### config.mk
export PLATFORM = sky130hd
export DESIGN_NAME = sram_dp_sync
export DESIGN_NICKNAME = d
export VERILOG_FILES = /design/src/rtl/sram_pkg.sv /design/src/rtl/sram_rd_pipe.sv /design/src/rtl/sram_dp_sync.sv
export SDC_FILE = /design/constraint.sdc
export NUM_CORES = 1
export LEC_CHECK = 0
export ABC_AREA = 1
export BUFFER_PORTS_ARGS = -buffer_cell sky130_fd_sc_hd__buf_4
export CAP_MARGIN = 20
export CORE_ASPECT_RATIO = 0.8
export CORE_MARGIN = 4
export CORE_UTILIZATION = 40
export CTS_CLUSTER_DIAMETER = 150
export DETAILED_ROUTE_END_ITERATION = 8
export GPL_TIMING_DRIVEN = 1
export PLACE_DENSITY_LB_ADDON = 0.05
export SLEW_MARGIN = 20
export SYNTH_ARGS = -nofsm -noshare
export SYNTH_HDL_FRONTEND = slang
export SYNTH_SLANG_ARGS = --single-unit
export TNS_END_PERCENT = 1
### constraint.sdc
create_clock -name clk -period 9.5 [get_ports clk]
set_clock_uncertainty 0.05 [all_clocks]
set_input_delay 1.9 -clock clk [delete_from_list [all_inputs] [get_ports clk]]
set_output_delay 1.9 -clock clk [all_outputs]
set_load 0.005 [all_outputs]
### src/rtl/sram_pkg.sv
// Shared constants and FSM state encoding for the simple-dual-port SRAM model.
// Read-during-write selectors map directly onto the RDW_MODE parameter value.
package sram_pkg;

    localparam int RDW_OLD_DATA = 0;
    localparam int RDW_NEW_DATA = 1;

    typedef enum logic [0:0] {
        ST_CLEAR = 1'b0,
        ST_READY = 1'b1
    } state_t;

endpackage

### src/rtl/sram_rd_pipe.sv
// Read-result shift register, RD_LATENCY stages deep; one result per cycle, no backpressure.
// Data stages load only when a valid result enters them, so the output holds between reads.
module sram_rd_pipe #(
    parameter int WIDTH      = 32,
    parameter int RD_LATENCY = 1
) (
    input  logic             clk,
    input  logic             rst,
    input  logic             in_vld,
    input  logic [WIDTH-1:0] in_dat,
    output logic             out_vld,
    output logic [WIDTH-1:0] out_dat
);

    logic [RD_LATENCY-1:0] vld_q;
    logic [RD_LATENCY-1:0] vld_d;
    logic [WIDTH-1:0]      dat_q [RD_LATENCY];
    logic [WIDTH-1:0]      dat_d [RD_LATENCY];

    always_comb begin
        vld_d[0] = in_vld;
        dat_d[0] = in_vld ? in_dat : dat_q[0];
        for (int k = 1; k < RD_LATENCY; k++) begin
            vld_d[k] = vld_q[k-1];
            dat_d[k] = vld_q[k-1] ? dat_q[k-1] : dat_q[k];
        end
    end

    // Only the output stage data is cleared so rd_dout reads zero out of reset.
    always_ff @(posedge clk) begin
        if (rst) begin
            vld_q <= '0;
        end else begin
            vld_q <= vld_d;
        end
        for (int k = 0; k < RD_LATENCY; k++) begin
            if (rst && (k == RD_LATENCY - 1)) begin
                dat_q[k] <= '0;
            end else begin
                dat_q[k] <= dat_d[k];
            end
        end
    end

    assign out_vld = vld_q[RD_LATENCY-1];
    assign out_dat = dat_q[RD_LATENCY-1];

endmodule

### src/rtl/sram_dp_sync.sv
// Simple-dual-port SRAM with byte enables and post-reset clear; read data valid RD_LATENCY
// cycles after the rd_en edge. No backpressure; requests are ignored until init_done.
module sram_dp_sync
    import sram_pkg::*;
#(
    parameter int               WIDTH      = 32,
    parameter int               DEPTH      = 16,
    parameter int               RD_LATENCY = 1,
    parameter int               RDW_MODE   = 0,
    parameter logic [WIDTH-1:0] INIT_VALUE = '0,
    localparam int              ADDR_WIDTH = $clog2(DEPTH),
    localparam int              BE_WIDTH   = WIDTH / 8
) (
    input  logic                  clk,
    input  logic                  rst,
    output logic                  init_done,
    input  logic                  wr_en,
    input  logic [ADDR_WIDTH-1:0] wr_addr,
    input  logic [BE_WIDTH-1:0]   wr_be,
    input  logic [WIDTH-1:0]      wr_din,
    input  logic                  rd_en,
    input  logic [ADDR_WIDTH-1:0] rd_addr,
    output logic                  rd_valid,
    output logic [WIDTH-1:0]      rd_dout
);

    localparam logic [ADDR_WIDTH-1:0] LAST_ADDR = ADDR_WIDTH'(DEPTH - 1);
    localparam logic [ADDR_WIDTH:0]   DEPTH_W   = (ADDR_WIDTH + 1)'(DEPTH);

    if (WIDTH % 8 != 0) begin : g_bad_width
        $error("sram_dp_sync: WIDTH must be a multiple of 8");
    end
    if (RD_LATENCY < 1 || RD_LATENCY > 4) begin : g_bad_latency
        $error("sram_dp_sync: RD_LATENCY must be in 1..4");
    end
    if (RDW_MODE > 1) begin : g_bad_rdw
        $error("sram_dp_sync: RDW_MODE must be 0 or 1");
    end

    logic [WIDTH-1:0]      mem_q [DEPTH];
    state_t                state_q, state_d;
    logic [ADDR_WIDTH-1:0] clr_addr_q, clr_addr_d;
    logic                  cap_vld_q, cap_vld_d;
    logic [WIDTH-1:0]      cap_dat_q, cap_dat_d;

    logic                  ready;
    logic                  wr_in_range, rd_in_range;
    logic                  wr_fire, rd_fire, collide;
    logic [WIDTH-1:0]      wr_old, wr_merged, rd_word;
    logic                  mem_we;
    logic [ADDR_WIDTH-1:0] mem_waddr;
    logic [WIDTH-1:0]      mem_wdat;

    assign ready     = (state_q == ST_READY);
    assign init_done = ready;

    always_comb begin
        wr_in_range = ({1'b0, wr_addr} < DEPTH_W);
        rd_in_range = ({1'b0, rd_addr} < DEPTH_W);
        wr_fire     = ready & wr_en & wr_in_range;
        rd_fire     = ready & rd_en;
        collide     = wr_fire & rd_in_range & (rd_addr == wr_addr);
        wr_old      = wr_in_range ? mem_q[wr_addr] : '0;
        wr_merged   = wr_old;
        for (int i = 0; i < BE_WIDTH; i++) begin
            if (wr_be[i]) begin
                wr_merged[8*i +: 8] = wr_din[8*i +: 8];
            end
        end
    end

    // Clear sequencer owns the write port until READY.
    always_comb begin
        state_d    = state_q;
        clr_addr_d = clr_addr_q;
        mem_we     = 1'b0;
        mem_waddr  = wr_addr;
        mem_wdat   = wr_merged;
        if (state_q == ST_CLEAR) begin
            mem_we     = 1'b1;
            mem_waddr  = clr_addr_q;
            mem_wdat   = INIT_VALUE;
            clr_addr_d = clr_addr_q + ADDR_WIDTH'(1);
            if (clr_addr_q == LAST_ADDR) begin
                state_d    = ST_READY;
                clr_addr_d = '0;
            end
        end else if (wr_fire) begin
            mem_we = 1'b1;
        end
    end

    // The read word is captured at the rd_en edge, so later writes cannot disturb it.
    always_comb begin
        rd_word = '0;
        if (rd_in_range) begin
            if ((RDW_MODE == RDW_NEW_DATA) && collide) begin
                rd_word = wr_merged;
            end else begin
                rd_word = mem_q[rd_addr];
            end
        end
        cap_vld_d = rd_fire;
        cap_dat_d = rd_fire ? rd_word : cap_dat_q;
    end

    always_ff @(posedge clk) begin
        if (rst) begin
            state_q    <= ST_CLEAR;
            clr_addr_q <= '0;
            cap_vld_q  <= 1'b0;
        end else begin
            state_q    <= state_d;
            clr_addr_q <= clr_addr_d;
            cap_vld_q  <= cap_vld_d;
            cap_dat_q  <= cap_dat_d;
        end
    end

    always_ff @(posedge clk) begin
        if (!rst && mem_we) begin
            mem_q[mem_waddr] <= mem_wdat;
        end
    end

    sram_rd_pipe #(
        .WIDTH      (WIDTH),
        .RD_LATENCY (RD_LATENCY)
    ) u_rd_pipe (
        .clk     (clk),
        .rst     (rst),
        .in_vld  (cap_vld_q),
        .in_dat  (cap_dat_q),
        .out_vld (rd_valid),
        .out_dat (rd_dout)
    );

endmodule

==> flow_summary.toml, run 1 <==
[die]
coreArea_um2 = 72300
die_y_um = 250
initial_core_util_pct = 40.5
die-area_um2 = 77700
die_x_um = 311
rows = 88
pin_count = 82

[global_routing]
grt_overflow = 0
grt_pass1_wl_um = 141000
antenna_found_initial = 2
grt_max_degree = 185
grtUsageTotal_pct = 24.0
grt_pass1_vias = 21700

[sta]
finalSetupViolCount = 0
tns_ns = 0
timing.final.crit_share_pct = 53.1
period_needed_ns = 5.04
rsz0062_at_grt = "no"
max_slew.worst_pin.slew_ns = 1.03
setup_slack_ns = 4.46
hold_violations = 0
clock.fmax_mhz = 198
drv_slew = 0
relSlewSlack_pct = 31.5

[clock_network]
postCtsHoldBufs = 0
numClockSinks = 583
cts_resized = 0
clk_path_buf_depth = 3
htreeDepth = 3
cts_buffers = 67
clk_pin_slew_ns = 0.05
postCtsSetupRepairBufs = 0
ctsRootBufferMaster = "clkbuf_16"
cts_tree = "built"
insertion_delay_ns = 0.61

[worst_setup_path]
cp_cell_sequence = "clkbuf_8, buf_4, buf_6, nand2_1, nand3_1, nand3_1, nand2_1, nand2_1, nand3_1, nand2_1, inv_1"
endpoint_kind = "register"
cp_slowest_cell = "buf_4"
crit_arrival_ns = 5.32
crit_required_ns = 9.78
path_common_cell = "nand2_1"
worst-setup-path-type = "primary input to register"
cp_max_fo = 99
startpoint_type = "primary input"
cpPeakStageDelay_ns = 0.75
cp_num_buf_inv = 4
cp_top_family = "buffers and inverters"

[status]
status = "completed"

[synth]
synthArstFlopShare_pct = 0
synth_warnings = 0
synth_ff_type = "edfxtp_1"
synthesis.instances = 3157
syn_nets = 3206
synth.distinct_cells = 29
syn_avg_cell_area_um2 = 9.29
synth_area_um2 = 29300
synth-edff-count = 544
ys_seq_elements = 583
ys_seq_area_share_pct = 58.4

[pwr]
p_leak_nw = 12.9
peakVddDrop_v = 0.000115
power_w = 0.00582
powerDensity_nw_per_um2 = 181

[hold_path]
hold_path_class = "register to register"

[finish]
syn_to_final_growth_pct = 9.66
final_layout_size_suffix_gt1_share_pct = 9.00
n_fill_cell = 6821
nets = 3166
fin_util_pct = 44.4

[route]
ant_nets = 0
vias_per_cell = 5.53
drc_errors = 0
drt-total-wl_um = 95100
avgRoutedWirePerCell_um = 23.1
drtPass1Iterations = 5
drtIter0Drc = 2404
vias = 22800

[placement]
place_ws_ns = 3.65
hpwl_um = 51600
portBuffers = 81
gp_congestion = 0.810

[flow_run]
cap_violations = 0
-- metrics by stage --
stage | std cells | hold slack [ns] | cell area (um2)
floorplan | 3157 | 0.397 | 29300
global placement | 3993 | 0.402 | 30000
detailed placement | 3993 | 0.409 | 30000
CTS | 4112 | 0.425 | 32100
global route | 4112 | 0.444 | 32100
finish | 4115 | 0.419 | 32200
-- power breakdown --
part	internal, W	switching (W)	leakage (nW)
clock network	0.00148	0.00103	1.03
registers	0.00280	0.0000122	5.39
logic	0.000136	0.000358	6.46
-- layer usage --
layer / track usage (%) / share of wire [%] / vias up
met5: 0 / 0 / -
met4: 5.66 / 2.1 / 0
met3: 4.61 / 8.0 / 135
met2: 37.4 / 44 / 891
met1: 34.9 / 46 / 11000
li1: - / - / 10700
-- registers in the layout, indices dropped and copies added, names as in the netlist --
register,count
mem_q,512
u_rd_pipe.dat_q,32
cap_vld_q,1
clr_addr_q,4
init_done,1
u_rd_pipe.out_vld,1
cap_dat_q,32
-- cell usage in the layout (no fill, tap or decap), types with 2 or more instances in the layout --
cell	n
a21oi_2	36
buf_6	2
inv_1	300
inv_2	5
nor3_1	2
clkbuf_8	2
edfxtp_1	544
o21ai_1	116
buf_4	112
nor2_4	17
clkbuf_1	15
nand3_1	611
clkinv_1	13
o211ai_2	10
o211ai_1	119
clkbuf_16	73
o21ai_0	46
dfxtp_1	38
bufinv_16	3
buf_8	2
diode_2	3
buf_12	3
clkinv_2	13
a21oi_1	97
clkinvlp_4	2
nand2_1	841
nor2_1	137
-- worst paths after layout --
check                               from                            endpoint  slack (ns)  cells past startpoint
hold reg to reg   cap_dat_q[4]$_DFFE_PP_  u_rd_pipe.dat_q[0][4]$_SDFFE_PP0P_        0.42                      2
setup reg to reg    init_done$_SDFF_PP0_              mem_q[5][17]$_DFFE_PP_        6.04                      7
setup / recovery              wr_addr[0]               mem_q[5][7]$_DFFE_PP_        4.46                     11
hold / removal    cap_dat_q[4]$_DFFE_PP_  u_rd_pipe.dat_q[0][4]$_SDFFE_PP0P_        0.42                      2
-- synthesized netlist by cell type (2+ instances only) --
cell      count  area [um2]
edfxtp_1    544       16300
nand3_1     611        3060
a21oi_1      97         485
buf_6        61         687
inv_2         2        7.51
clkbuf_2      9        45.0
buf_4        24         180
buf_1        16        60.1
buf_8         5        75.1
o21ai_0      46         230
o211ai_2     10         125
nor3_1        2        10.0
o21ai_1     116         581
nor2_1      154         578
clkbuf_1     50         188
nand2_1     841        3160
dfxtp_1      39         781
buf_2        63         315
inv_1       304        1140
o211ai_1    119         893
a21oi_2      36         315
-- worst reg2reg max path, delay by kind of cell (launching register included) --
family | cells | cell delay, ns
buf+inv | 3 | 1.21
simple gates | 3 | 1.19
compound gates | 1 | 0.16
flops | 1 | 0.45
-- layout make-up --
type	instances	area (um2)	area share [%]
Inverter	308	1170	3.63
Sequential cell	583	17100	53.2
Timing Repair Buffer	120	967	3.01
Tap cell	945	1180	3.68
Clock buffer	89	1900	5.90
Clock inverter	30	214	0.665
Antenna cell	3	7.51	0.0233
Multi-Input combinational cell	2037	9600	29.9
-- kinds of logic (layout without fill, tap and decap cells) --
| family | count (synthesis) | count (layout) | synth area share, % |
|---|---|---|---|
| simple gates | 1610 | 1610 | 23.2 |
| buf+inv | 537 | 547 | 9.32 |
| fa+ha+maj | 1 | 1 | 0.0427 |
| compound gates | 426 | 426 | 9.02 |
| other cells | 0 | 3 | 0 |
| flops | 583 | 583 | 58.4 |
Power figures use the tool's default switching activity.
==> run 2, diff against run 1 <==
--- a/config.mk
+++ b/config.mk
@@ -5,7 +5,7 @@
 export SDC_FILE = /design/constraint.sdc
 export NUM_CORES = 1
 export LEC_CHECK = 0
-export ABC_AREA = 1
+export ABC_AREA = 0
 export BUFFER_PORTS_ARGS = -buffer_cell sky130_fd_sc_hd__buf_4
 export CAP_MARGIN = 20
 export CORE_ASPECT_RATIO = 0.8
==> constraint.sdc (replaced) <==
create_clock -name clk -period 4.55 [get_ports clk]
set_clock_uncertainty 0.05 [all_clocks]
set_input_delay 0.91 -clock clk [delete_from_list [all_inputs] [get_ports clk]]
set_output_delay 0.91 -clock clk [all_outputs]
set_load 0.005 [all_outputs]
==> run 2 against run 1 <==
Register-to-register slack lost 4.5 ns. Utilization grew 2.4 points. Combinational power up 48%. Via count down 34%. Die area down 9.6%. Largest cell class unchanged. Sequential cell count unchanged. Non-clock buffer count rose by 9. Sequential share of layout area grew 3.1 points. Cell area is 5.5% lower. Critical path depth is 5 lower.
==> flow_summary.toml, run 2 <==
[status]
status = "completed"

[synth]
synth.distinct_cells = 32
synth_area_um2 = 26400
syn_nets = 1623
netlist_top_cells_count = "edfxtp_1 (544), mux2i_1 (290), mux4_2 (148), nand2_1 (103), nand3_1 (97)"
synth_warnings = 0
synth_most_common_cell = "edfxtp_1"
syn_avg_cell_area_um2 = 16.8
synth_area_leaders = "edfxtp_1 (62%), mux4_2 (13%), mux2i_1 (11%), dfxtp_1 (3.0%), nand3_1 (1.8%)"
synthArstFlopShare_pct = 0
ys_seq_elements = 583
synth-edff-count = 544
synthesis.instances = 1574
netlist.area_leader.share_pct = 61.8
synth_area_leader_cell = "edfxtp_1"
ys_seq_area_share_pct = 64.8
synth_ff_type = "edfxtp_1"

[route]
drc_errors = 0
drt-total-wl_um = 75000
drtPass1Iterations = 5
vias = 15000
drtIter0Drc = 1391
vias_per_cell = 5.88
avgRoutedWirePerCell_um = 29.3
ant_nets = 0

[pwr]
peakVddDrop_v = 0.000261
powerDensity_nw_per_um2 = 386
p_leak_nw = 10.7

[finish]
largest_register_ffs = 512
top_register = "mem_q"
syn_to_final_growth_pct = 15.0
layout_common_cells = "edfxtp_1 (544), mux2i_1 (290), mux4_2 (148)"
nets = 1706
n_fill_cell = 5562
reg_top3 = "mem_q (512), cap_dat_q (32), u_rd_pipe.dat_q (32)"
diodes = 0
layout_commonest_cell = "edfxtp_1"
final_layout_size_suffix_gt1_share_pct = 23.6

[clock_network]
numClockSinks = 583
ctsRootBufferMaster = "clkbuf_16"
insertion_delay_ns = 0.59
clk_path_buf_depth = 3
postCtsSetupRepairBufs = 0
cts_tree = "built"
htreeDepth = 3
cts_buffers = 66
postCtsHoldBufs = 0
cts_resized = 0
clk_pin_slew_ns = 0.06

[sta]
timing.final.crit_share_pct = 65.8
hold_violations = 0
rsz0062_at_grt = "no"
tns_ns = 0
max_slew.worst_pin.slew_ns = 1.04
relSlewSlack_pct = 31.0
period_needed_ns = 2.99
finalSetupViolCount = 0
drv_slew = 0
clock.fmax_mhz = 334
timing.hold.ws_ns = 0.433

[global_routing]
busiest_layer = "met2"
grt_overflow = 0
grtUsageTotal_pct = 21.3
grt_pass1_wl_um = 108000
use_met3_pct = 3.33
grt_pass1_vias = 15200
grt_max_degree = 88
met1_usage_pct = 31.8
antenna_found_initial = 0
met2_usage_pct = 33.0

[die]
coreArea_um2 = 64800
die_y_um = 238
die-area_um2 = 70300
rows = 83
die_x_um = 295
pin_count = 82
initial_core_util_pct = 40.8

[worst_setup_path]
startpoint_type = "register"
worst-setup-path-type = "register to register"
cp_num_buf_inv = 2
crit_required_ns = 4.76
cp_max_fo = 20
crit_arrival_ns = 3.20
cp_top_family = "simple AND/OR/NAND/NOR gates"
cp_cell_sequence = "buf_4, nand3_1, o21ai_0, nand2_1, nor2_4, buf_12"
endpoint_kind = "register"
cp_slowest_cell = "nor2_4"
cpPeakStageDelay_ns = 0.69

[placement]
gp_congestion = 0.805
hpwl_um = 43100
portBuffers = 81

[flow_run]
cap_violations = 0

[hold_path]
hold_path_class = "register to register"
==> run 2: cell types whose count changed in the layout (fill, tap and decap cells not counted), moves of 43 or more <==
| cell | previous run | this run |
|---|---|---|
| a22oi_1 | 0 | 64 |
| inv_1 | 300 | 2 |
| mux2i_1 | 0 | 290 |
| mux4_2 | 0 | 148 |
| nand2_1 | 841 | 103 |
| nand3_1 | 611 | 97 |
| nor2_1 | 137 | 41 |
| o211ai_1 | 119 | 0 |
| o21ai_0 | 46 | 3 |
| o21ai_1 | 116 | 0 |
==> run 2: cell type report <==
type	instances	area, um2	share of cell area, %
sequential	583	17100	56.3
clock buffer	92	1900	6.24
tap	850	1060	3.50
inverter	2	7.51	0.0247
multi-input combinational	875	8840	29.1
timing repair buffer	129	1260	4.15
clock inverter	28	191	0.630
==> run 2: metal layers <==
layer / vias to the layer above / share of wire, %
li1: 6533 / -
met3: 115 / 5.4
met4: 0 / 2.1
met2: 523 / 46
met5: - / 0
met1: 7871 / 46
==> run 2: worst register-to-register path, stage by stage, from the launching register on <==
cell	delay, ns
dfxtp_1	0.67
buf_4	0.37
nand3_1	0.10
o21ai_0	0.12
nand2_1	0.28
nor2_4	0.69
buf_12	0.32
==> run 2: cell families (layout without fill, tap and decap cells) <==
group	after synthesis	in the layout	share of synthesized area [%]
AO/OA/AOI/OAI	140	140	3.29
XOR/XNOR	1	1	0.0332
adder cells (fa/ha/maj)	1	1	0.0473
buffers and inverters	116	251	2.29
flip-flops	583	583	64.8
multiplexers	450	450	24.8
AND/OR/NAND/NOR	283	283	4.80
==> run 2: where the power goes <==
part	total (W)	switching, W	leakage, nW	internal, W
Clock	0.00511	0.00208	1.03	0.00303
Combinational	0.000730	0.000404	4.14	0.000326
Sequential	0.00588	0.0000293	5.52	0.00586
==> run 2: path summary, 6_finish.rpt <==
kind	start	end	slack [ns]	cells after the start
max	init_done$_SDFF_PP0_	mem_q[3][29]$_DFFE_PP_	1.56	6
min	cap_dat_q[18]$_DFFE_PP_	u_rd_pipe.dat_q[0][18]$_SDFFE_PP0P_	0.43	2
max reg2reg	init_done$_SDFF_PP0_	mem_q[3][29]$_DFFE_PP_	1.56	6
min reg2reg	cap_dat_q[18]$_DFFE_PP_	u_rd_pipe.dat_q[0][18]$_SDFFE_PP0P_	0.43	2
==> run 2: metrics by stage <==
| step | total power [W] | instance area (um2) | std cells | setup WS, ns | utilization (%) |
|---|---|---|---|---|---|
| after CTS | 0.0119 | 30400 | 2559 | 1.57 | 46.9 |
| after global routing | 0.0122 | 30400 | 2559 | 1.46 | 46.9 |
| after detailed placement | 0.00673 | 28300 | 2439 | 1.06 | 43.7 |
| after floorplan | 0.00648 | 26400 | 1574 | 0.869 | - |
| final | 0.0117 | 30400 | 2559 | 1.56 | 46.9 |
| after global placement | 0.00673 | 28300 | 2439 | 1.08 | 43.7 |
==> run 3, diff against run 2 <==
==> constraint.sdc (replaced) <==
create_clock -name clk -period 2.8 [get_ports clk]
set_clock_uncertainty 0.05 [all_clocks]
set_input_delay 0.56 -clock clk [delete_from_list [all_inputs] [get_ports clk]]
set_output_delay 0.56 -clock clk [all_outputs]
set_load 0.005 [all_outputs]
==> run 3 against run 2 <==
Critical path depth decreased by 1. Cell area increased by 2.9%. Sequential power increased by 63%. Register-to-register slack got worse by 1.1 ns. Maximum frequency increased by 25%. Total power increased by 63%. Cell count increased by 3.3%. Clock power increased by 63%. Sequential share of layout area decreased by 1.6 points. Non-clock buffer count increased by 92. Hold slack got worse by 0.26 ns. Sequential cell count unchanged. Largest cell class unchanged.
==> flow_summary.toml, run 3 (same netlist as run 2, synthesis figures left out) <==
[worst_setup_path]
crit_arrival_ns = 2.69
cp_max_fo = 16
worst-setup-path-type = "register to register"
startpoint_type = "register"
endpoint_kind = "register"
crit_required_ns = 3.10

[route]
wl_met3_um = 4820
drt-total-wl_um = 76800
drc_errors = 0
avgRoutedWirePerCell_um = 29.0
highest_layer = "met4"
drtIter0Drc = 1314
ant_nets = 0
met1_length_um = 36400
vias = 15400
drtPass1Iterations = 5
dr_wl_met2_um = 34200
vias_per_cell = 5.84

[pwr]
peakVddDrop_v = 0.000441
intPower_w = 0.0151
p_leak_nw = 11.2
powerDensity_nw_per_um2 = 612
comb_power_share_pct = 6.5
seqPwrFrac_pct = 50.0
clkPwrFrac_pct = 43.5
sw_frac_of_total_pct = 21.1
switchingPower_w = 0.00403

[finish]
layout_commonest_cell = "edfxtp_1"
reg_top3 = "mem_q (512), cap_dat_q (32), u_rd_pipe.dat_q (32)"
top_register = "mem_q"
fin_util_pct = 48.2
layout_common_cells = "edfxtp_1 (544), mux2i_1 (290), buf_4 (180)"
diodes = 0
nets = 1792
largest_register_ffs = 512
n_fill_cell = 5554
final_layout_size_suffix_gt1_share_pct = 27.8
syn_to_final_growth_pct = 18.3

[clock_network]
postCtsHoldBufs = 0
numClockSinks = 583
postCtsSetupRepairBufs = 0
htreeDepth = 2
cts_buffers = 60
ctsRootBufferMaster = "clkbuf_16"
insertion_delay_ns = 0.61
clk_pin_slew_ns = 0.06
clk_path_buf_depth = 3
cts_tree = "built"
cts_resized = 0

[placement]
place_ws_ns = 0.223
hpwl_um = 46700
portBuffers = 81
gp_congestion = 0.807

[sta]
timing.final.crit_share_pct = 85.4
clock.fmax_mhz = 418
rsz0062_at_grt = "no"
period_needed_ns = 2.39
hold_violations = 0
finalSetupViolCount = 0
setup_slack_ns = 0.409
drv_slew = 0
max_slew.worst_pin.slew_ns = 0.826
relSlewSlack_pct = 44.9
timing.hold.ws_ns = 0.174
tns_ns = 0

[die]
die-area_um2 = 70300
rows = 83
coreArea_um2 = 64800
die_x_um = 295
pin_count = 82
initial_core_util_pct = 40.8
die_y_um = 238

[global_routing]
antenna_found_initial = 1
grt_max_degree = 41
grt_pass1_vias = 15900
grtUsageTotal_pct = 21.8
grt_pass1_wl_um = 111000
grt_overflow = 0

[flow_run]
cap_violations = 0

[status]
status = "completed"

[hold_path]
hold_path_class = "primary input to register"
## run 3: critical path: stages (launching register included)
cell and delay (ns):
dfxtp_1 0.44, buf_4 0.24, or3b_2 0.66, a21oi_1 0.20, nand3_1 0.11, nand3_1 0.42
## run 3: final cells by class
cell class                 instances  area, um2  share of cell area (%)
tap                              850       1060                    3.40
clock inverter                    28        348                    1.11
sequential                       583      17100                    54.8
multi-input combinational        875       8840                    28.3
inverter                           2       7.51                  0.0240
timing repair buffer             221       2150                    6.89
clock buffer                      84       1720                    5.51
## run 3: path summary, 6_finish.rpt
kind	slack, ns	startpoint	end	cells past startpoint
worst max-delay path	0.41	init_done$_SDFF_PP0_	mem_q[4][8]$_DFFE_PP_	5
worst min-delay path	0.17	rd_en	cap_vld_q$_SDFF_PP0_	2
worst max register to register	0.41	init_done$_SDFF_PP0_	mem_q[4][8]$_DFFE_PP_	5
worst min register to register	0.43	cap_dat_q[5]$_DFFE_PP_	u_rd_pipe.dat_q[0][5]$_SDFFE_PP0P_	2
## run 3: routing by layer
metal  vias to the layer above  GRT usage (%)
li1                       6695              -
met1                      8087           33.3
met2                       541           32.8
met3                        99           4.24
met4                         0           4.54
met5                         -              0
## run 3: power by group through the flow
| stage | Combinational (W) | Clock (W) | Sequential [W] |
|---|---|---|---|
| after floorplan | 0.000804 | 0 | 0.00973 |
| after global placement | 0.00124 | 0 | 0.00975 |
| after CTS | 0.00125 | 0.00855 | 0.00956 |
| after detailed placement | 0.00125 | 0 | 0.00974 |
| final | 0.00124 | 0.00832 | 0.00956 |
| after global routing | 0.00132 | 0.00893 | 0.00956 |
## run 3: metrics by stage
step | std cells | area [um2] | total power (W)
after detailed placement | 2531 | 29200 | 0.0110
after global placement | 2531 | 29200 | 0.0110
after global routing | 2643 | 31300 | 0.0198
after floorplan | 1574 | 26400 | 0.0105
final | 2643 | 31300 | 0.0191
after CTS | 2643 | 31300 | 0.0194
